===== src/rtl/psum_requant.sv =====
// Two-stage multi-lane requantiser: round + arithmetic shift, then ReLU/saturate,
// with a saturating count of clipped lanes. Valid/ready on both sides.

module psum_requant_lane #(
  parameter int I_SUM_BW = 21,
  parameter int O_SUM_BW = 16,
  parameter int SHIFT_BW = 4
) (
  input  logic                clk,
  input  logic                reset_n,
  input  logic                ld1_i,
  input  logic                adv_i,
  input  logic [SHIFT_BW-1:0] shift_i,
  input  logic                relu_i,
  input  logic [I_SUM_BW-1:0] x_i,
  output logic [O_SUM_BW-1:0] y_o,
  output logic                clip_o
);
  localparam logic signed [I_SUM_BW:0] MAXV =
    {{(I_SUM_BW+2-O_SUM_BW){1'b0}}, {(O_SUM_BW-1){1'b1}}};
  localparam logic signed [I_SUM_BW:0] MINV =
    {{(I_SUM_BW+2-O_SUM_BW){1'b1}}, {(O_SUM_BW-1){1'b0}}};

  logic signed [I_SUM_BW:0] xe, rnd, r_d, r_q;
  logic        [O_SUM_BW-1:0] y_d, y_q;

  // One guard bit keeps x + 2^(sh-1) from overflowing.
  always_comb begin
    xe  = {x_i[I_SUM_BW-1], x_i};
    rnd = '0;
    r_d = xe;
    if (shift_i != '0) begin
      rnd = (I_SUM_BW+1)'(1) << (shift_i - 1'b1);
      r_d = (xe + rnd) >>> shift_i;
    end
  end

  always_comb begin
    y_d    = r_q[O_SUM_BW-1:0];
    clip_o = 1'b0;
    if (relu_i && r_q < 0) begin
      y_d = '0;
    end else if (r_q > MAXV) begin
      y_d    = MAXV[O_SUM_BW-1:0];
      clip_o = 1'b1;
    end else if (r_q < MINV) begin
      y_d    = MINV[O_SUM_BW-1:0];
      clip_o = 1'b1;
    end
  end

  always_ff @(posedge clk or negedge reset_n) begin
    if (!reset_n) begin
      r_q <= '0;
      y_q <= '0;
    end else begin
      if (ld1_i) r_q <= r_d;
      if (adv_i) y_q <= y_d;
    end
  end

  assign y_o = y_q;
endmodule

module psum_requant #(
  parameter int LANES    = 4,
  parameter int I_SUM_BW = 21,
  parameter int O_SUM_BW = 16,
  parameter int SHIFT_BW = 4,
  parameter int CNT_BW   = 16
) (
  input  logic                      clk,
  input  logic                      reset_n,
  input  logic [SHIFT_BW-1:0]       i_shift,
  input  logic                      i_relu_en,
  input  logic                      i_clr_cnt,
  input  logic                      s_valid,
  output logic                      s_ready,
  input  logic [LANES*I_SUM_BW-1:0] s_psum,
  output logic                      m_valid,
  input  logic                      m_ready,
  output logic [LANES*O_SUM_BW-1:0] m_psum,
  output logic [CNT_BW-1:0]         o_sat_cnt
);
  localparam int CW = $clog2(LANES+1);
  localparam logic [CNT_BW:0] CNT_MAX = {1'b0, {CNT_BW{1'b1}}};

  logic              adv, ld1;
  logic              v1_q, m_valid_q, relu1_q;
  logic [LANES-1:0]  clip;
  logic [CW-1:0]     nclip;
  logic [CNT_BW:0]   sum;
  logic [CNT_BW-1:0] cnt_d, cnt_q;

  assign adv     = !m_valid_q || m_ready;
  assign ld1     = s_valid && adv;
  assign s_ready = adv;

  genvar k;
  generate
    for (k = 0; k < LANES; k++) begin : g_lane
      psum_requant_lane #(
        .I_SUM_BW(I_SUM_BW), .O_SUM_BW(O_SUM_BW), .SHIFT_BW(SHIFT_BW)
      ) u_lane (
        .clk     (clk),
        .reset_n (reset_n),
        .ld1_i   (ld1),
        .adv_i   (adv),
        .shift_i (i_shift),
        .relu_i  (relu1_q),
        .x_i     (s_psum[k*I_SUM_BW +: I_SUM_BW]),
        .y_o     (m_psum[k*O_SUM_BW +: O_SUM_BW]),
        .clip_o  (clip[k])
      );
    end
  endgenerate

  // Clear wins over the increment from the beat loading stage 2 this cycle.
  always_comb begin
    nclip = '0;
    for (int i = 0; i < LANES; i++) nclip = nclip + CW'(clip[i]);
    sum   = {1'b0, cnt_q} + (CNT_BW+1)'(nclip);
    cnt_d = cnt_q;
    if (i_clr_cnt)        cnt_d = '0;
    else if (adv && v1_q) cnt_d = (sum > CNT_MAX) ? CNT_MAX[CNT_BW-1:0] : sum[CNT_BW-1:0];
  end

  always_ff @(posedge clk or negedge reset_n) begin
    if (!reset_n) begin
      v1_q      <= 1'b0;
      relu1_q   <= 1'b0;
      m_valid_q <= 1'b0;
      cnt_q     <= '0;
    end else begin
      cnt_q <= cnt_d;
      if (adv) begin
        v1_q      <= s_valid;
        m_valid_q <= v1_q;
      end
      if (ld1) relu1_q <= i_relu_en;
    end
  end

  assign m_valid   = m_valid_q;
  assign o_sat_cnt = cnt_q;
endmodule


===== config.mk =====
export PLATFORM = sky130hd
export DESIGN_NAME = psum_requant
export DESIGN_NICKNAME = d
export VERILOG_FILES = /design/src/rtl/psum_requant.sv
export SDC_FILE = /design/constraint.sdc
export NUM_CORES = 1
export LEC_CHECK = 0
export BUFFER_PORTS_ARGS = -buffer_cell sky130_fd_sc_hd__buf_2
export CAP_MARGIN = 5
export CELL_PAD_IN_SITES_DETAIL_PLACEMENT = 1
export CELL_PAD_IN_SITES_GLOBAL_PLACEMENT = 2
export CORE_MARGIN = 2
export CORE_UTILIZATION = 25
export CTS_BUF_LIST = sky130_fd_sc_hd__clkbuf_2
export CTS_CLUSTER_DIAMETER = 30
export DETAILED_ROUTE_END_ITERATION = 10
export HOLD_SLACK_MARGIN = 0.03
export PLACE_DENSITY_LB_ADDON = 0.1
export REMOVE_ABC_BUFFERS = 1
export SLEW_MARGIN = 25
export SYNTH_ARGS = -nofsm -noshare
export SYNTH_HDL_FRONTEND = slang
export SYNTH_SLANG_ARGS = --single-unit

===== constraint.sdc =====
create_clock -name clk -period 3.7 [get_ports clk]
set_input_delay 0.185 -clock clk [delete_from_list [all_inputs] [get_ports clk]]
set_output_delay 0.185 -clock clk [all_outputs]
set_load 0.02 [all_outputs]

# [Word-level counts from Yosys, hierarchy flattened]
# Index checks and enable logic that the tools add are counted.
[totals] latchBits=0 ff_bits=171 mem_count=0 rom_bits=0 ram_bits=0
[op_classes] bitwise_logic=0 mux=31 n_eq_ne=0 n_lt_le_gt_ge=13 mul=0 n_reduce_logical=10 addsub=9 shifts=5 div=0
[ops] cell="two-way mux 16 bit" count=15
[ops] cell="adder 21 x 22 -> 22 bit" count=4
[ops] cell="greater-than comparator 22 x 16 -> 1 bit, second input constant" count=4
[ops] cell="< comparator 22 x 1 -> 1 bit, second input constant" count=4
[ops] cell="< comparator 22 x 16 -> 1 bit, second input constant" count=4
[ops] cell="two-way mux 22 bit" count=4
[ops] cell=">>> shifter 22 x 4 -> 22 bit" count=4
[ops] cell="left shift 1 x 4 -> 22 bit, first input constant" count=1
[ops] cell="adder 16 x 3 -> 17 bit" count=1
[ops] cell="greater-than comparator 17 x 16 -> 1 bit, second input constant" count=1
[ops] cell="two-way mux 1 bit" count=12
[ops] cell="logical AND 1 bit" count=6
[ops] cell="nonzero test 4 bit" count=1
[ops] cell="subtractor 4 x 1 -> 4 bit, second input constant" count=1
[ops] cell="adder 2 x 1 -> 3 bit" count=1
[ops] cell="adder 3 x 1 -> 3 bit" count=1
[ops] cell="adder 1 x 1 -> 2 bit" count=1
[ops] cell="nonzero test 2 bit" count=1
[ops] cell="zero test 1 bit" count=1
[ops] cell="logical OR 1 bit" count=1

# [Depth between registers and ports, before layout]
[depth] ltp_word=12 depth_mapped=21 depth_no_buf=18

# [By module]
# Synthesis repeated with hierarchy kept, for this count alone.
[unflattened] cells_unflattened=2193 area_unflattened_um2=17073.9
[modules_own_cells] module="psum_requant_lane (g_lane[1].u_lane ...)" cells_each=513 seq_area_each_um2=950.9 n_inst=2 area_each_um2=3931.3
[modules_own_cells] module="psum_requant_lane (g_lane[0].u_lane)" cells_each=571 seq_area_each_um2=950.9 n_inst=1 area_each_um2=4299.1
[modules_own_cells] module="psum_requant_lane (g_lane[2].u_lane)" cells_each=486 seq_area_each_um2=950.9 n_inst=1 area_each_um2=3828.7
[modules_own_cells] module="psum_requant" cells_each=110 seq_area_each_um2=475.5 n_inst=1 area_each_um2=1083.5

# [Worst setup path before layout]
# Ideal clock, no wire load.
[synth_path] path_type="input to register" startpoint="input i_shift[0]" endpoint="register g_lane[1].u_lane.r_q[4]" path_buffers=3 stages=21 arrival_time_ps=4496 setup_slack_ps=-922 path_cell_list="clkbuf_1 inv_1 nand2_1 inv_1 clkbuf_1 clkbuf_1 ha_1 nand2_1 nor2_1 ha_1 inv_1 fa_1 nand2b_1 a21oi_1 o211ai_1 a21oi_1 xor2_1 o221a_2 mux4_2 and2_1 o32a_1"
[synth_via] elab_chain_len=5 word_cells_on_any_way=6 cone_classes="add/sub (2); shift (2); mux (1); reduce/logical (1)"
[synth_lines] item="start, declared" line_no="74" text="input logic [SHIFT_BW-1:0] i_shift,"
[synth_lines] item="subtractor 4 x 1 -> 4 bit" line_no="33" text="rnd = (I_SUM_BW+1)'(1) << (shift_i - 1'b1);"
[synth_lines] item="left shift 1 x 4 -> 22 bit" line_no="33"
[synth_lines] item="adder 21 x 22 -> 22 bit" line_no="34" text="r_d = (xe + rnd) >>> shift_i;"
[synth_lines] item=">>> shifter 22 x 4 -> 22 bit" line_no="34"
[synth_lines] item="two-way mux 22 bit *" line_no="32" text="if (shift_i != '0) begin"
[synth_lines] item="end signal, assigned" line_no="57" text="if (ld1_i) r_q <= r_d;"
[synth_lines] item="end, declared" line_no="24" text="logic signed [I_SUM_BW:0] xe, rnd, r_d, r_q;"
# Mark *: on every way between the ends. The rest lies on a longest branch, timed or not.
# A chain may end at the register's enable or synchronous reset.

# [Worst setup path after layout]
[layout_path] startpoint="input i_shift[1]" endpoint="register g_lane[0].u_lane.r_q[2]"
[layout_via] elab_chain_len=5 word_cells_on_any_way=6 cone_classes="add/sub (2); shift (2); mux (1); reduce/logical (1)"
[layout_lines] item="subtractor 4 x 1 -> 4 bit" line_no="33"
[layout_lines] item="left shift 1 x 4 -> 22 bit" line_no="33"
[layout_lines] item="adder 21 x 22 -> 22 bit" line_no="34"
[layout_lines] item=">>> shifter 22 x 4 -> 22 bit" line_no="34"
[layout_lines] item="two-way mux 22 bit *" line_no="32"
[layout_lines] item="end signal, assigned" line_no="57"
[layout_lines] item="end, declared" line_no="24"
# Marked as above.

==> out/results.tsv <==
stage	metric	value	unit
setup_path	startpoint_type	input pin	
placed_design	place.gp.congestion	0.892	
sta	period_needed	3600	ps
grt	grt_max_degree	83	
sta	finalClockSkew	38.5	ps
sta	final-hold-violation-count	0	
grt	grt-ovfl-total	0	
power	seqPwrFrac	35.9	%
synthesis	synth_area	16000	um2
route	route.vias.total	19288	
power	power_per_cell_area	313	nW/um2
final_layout	nNetsFinal	2885	
grt	grt_pass1_wl	131000	um
die	coreArea	63200	um2
route	remaining_drc_errors	0	
worst_hold_path	hold_path.class	input pin to flop	
sta	finalCritPeriodShare	97.4	%
power	vdd_drop_max	0.164	mV
clocking	clk_latency	840	ps
synthesis	synth-edff-count	0	
run_status	status	finished clean	
route	dr_wl_met2	38800	um
die	ios	176	
route	dr.pass1.iters	5	
grt	grt_pass1_vias	19734	
setup_path	critPathCaptureType	flop	
setup_path	crit_required	4510	ps
synthesis	ys_seq_area_share	26.7	%
route	vias_per_cell	5.39	
clocking	clk_pin_slew	270	ps
synthesis	syn_inst	2034	
power	switching_power	3.12	mW
power	p_clk_share	14.8	%
die	die-area	66100	um2
final_layout	num-fill-cells	7730	
route	drt_iter0_markers	1456	
clocking	cts_tree	built	
synthesis	yosys.area.top_type	dfrtp_1	
sta	holdWs	171	ps
clocking	cts.sinks	171	
placed_design	post-place-cells	3429	
route	wl_per_cell	24.5	um
route	dr.max_layer_used	met4	
grt	grt.total_usage	25.9	%
setup_path	worstPathArrival	4410	ps
synthesis	synth_area_leaders	dfrtp_1, o21ai_0, nand2_1	
route	postRouteWirelength	87500	um
synthesis	synthFlopType	dfrtp_1	
power	internal-power	4.04	mW
clocking	cts-buffers-inserted	17	
route	dr_wl_met3	3940	um
synthesis	yosysUniqueCellTypes	102	
final_layout	syn_to_final_growth	42.9	%
grt	antenna_found_initial	2	
synthesis	yosysTopAreaCellShare	26.7	%
sta	relSlewSlack	23.8	%
clocking	htreeDepth	4	
sta	fmax	278	MHz
synthesis	syn_avg_cell_area	7.87	um2
setup_path	critPathMaxFanout	5	
power	comb_power_share	49.3	%
die	start_util	25.3	%
placed_design	hpwlAfterDp	68600	um
die	rows	92	
synthesis	yosys_warnings	0	
power	switching_share	43.6	%
placed_design	io_buffer_count	175	
sta	rsz0062_at_grt	yes	
sta	setup_viol_count_final	0	
clocking	root_buffer	clkbuf_2	
route	ant_nets	0	
synthesis	synthArstFlopShare	100	%
flow_run	drv_cap	0	
die	chipHeight	257	um
synthesis	netlist_top_cells_count	nand2_1, nor2_1, o21ai_0, dfrtp_1, a21oi_1	
synthesis	yosysMostFrequentCell	nand2_1	
sta	slew_violations	0	
clocking	clock_path_buffers	2	
synthesis	ys_ff_latch	171	
die	die_w	257	um
setup_path	worstSetupPathType	input pin to flop	
final_layout	drive_gt1_share	32.3	%
sta	max_slew.worst_pin.slew	1140	ps
route	met1_length	42700	um
final_layout	finalNonFillerCells	3577	
power	power.leakage	10.2	nW
==> what timing repair did <==
action / 4_1_cts / 5_1_grt
gates resized for setup: 7 / 58
hold buffers: 90 / 0
buffers inserted: 21 / 6
pin swaps: 5 / 16
hold endpoints to repair: 335 / 0
setup endpoints to repair: 10 / 49
==> worst paths after layout <==
kind / start / endpoint / slack [ps] / depth (start not counted)
hold / removal: i_shift[2] / g_lane[3].u_lane.r_q[7] / 170 / 5
hold reg to reg: g_lane[1].u_lane.y_o[4] / g_lane[1].u_lane.y_o[4] / 510 / 2
setup / recovery: i_shift[1] / g_lane[0].u_lane.r_q[2] / 100 / 21
min in group asynchronous: reset_n / g_lane[2].u_lane.y_o[4] / 490 / 4
setup reg to reg: g_lane[0].u_lane.r_q[17] / g_lane[0].u_lane.y_o[14] / 140 / 23
max in group asynchronous: reset_n / g_lane[0].u_lane.r_q[19] / 2770 / 4
==> flip-flops by register name, indices dropped and copies added (netlist names) <==
name / cells
g_lane.u_lane.y_o: 64
relu1_q: 1
o_sat_cnt: 16
m_valid: 1
v1_q: 1
g_lane.u_lane.r_q: 88
==> cell type report <==
class	instances	area (um2)	share of cell area (%)
Multi-Input combinational cell	1690	11300	49.4
Timing Repair Buffer	799	5850	25.6
Sequential cell	171	4280	18.7
Tap cell	846	1060	4.63
Inverter	38	144	0.629
Clock inverter	13	140	0.613
Clock buffer	19	95.1	0.416
Antenna cell	1	2.50	0.0109
==> per-layer routing <==
metal,GRT usage (%),up-vias
met4,6.49,0
met1,37.8,9647
met2,40.5,538
met3,3.01,90
li1,-,9013
met5,0,-
==> logic make-up after synthesis <==
group	count (synthesis)	synth area share, %
mux	72	6.29
simple gates	715	20.3
fa+ha+maj	74	6.11
compound gates	769	32.9
xor+xnor	60	3.33
buf+inv	173	4.28
flops	171	26.7
==> through the flow <==
step	total power, mW	area, um2	utilization [%]	setup slack, ps	TNS [ps]
detailed placement	5.92	21300	33.7	-848	-49680
global route	7.62	22900	36.2	-74.3	-331
CTS	7.15	22600	35.8	20.4	0
global placement	5.85	21300	33.7	-758	-43930
floorplan	4.16	15500	-	-2620	-222430
finish	7.16	22900	36.2	97.2	0
==> power by group through the flow <==
stage / Combinational [mW] / Clock (mW) / Sequential [mW]
after floorplan: 1.43 / 0 / 2.73
after global placement: 3.27 / 0 / 2.59
after detailed placement: 3.32 / 0 / 2.60
after CTS: 3.48 / 1.11 / 2.56
after global routing: 3.82 / 1.18 / 2.63
final: 3.53 / 1.06 / 2.57
==> critical path, cell delays in order <==
cell and delay [ps]:
buf_2 110, inv_2 100, nand2_1 90, inv_1 120, ha_4 230, nand2b_1 190
nor2_1 180, buf_4 160, buf_4 150, ha_1 280, buf_4 160, a21o_1 180
a221oi_1 400, a21boi_1 180, nor3_2 260, a311oi_2 90, buf_4 210, a311oi_2 230
o21ai_0 120, a21oi_1 170, dlygate4sd3_1 570
==> placed cells by master, fill, tap and decap left out, types with 24 or more instances in the layout <==
master	n
nand2_1	240
nor3_1	41
o211ai_1	24
o21ai_0	174
nand3_1	42
mux2i_1	33
inv_1	30
nor2_1	226
xnor2_1	42
ha_1	66
a21o_1	32
buf_2	174
dfrtp_1	171
a221oi_1	32
buf_4	529
a211oi_1	51
a31oi_1	33
dlygate4sd3_1	89
a21oi_1	149
Note: power is estimated with default switching activity, not from simulation.
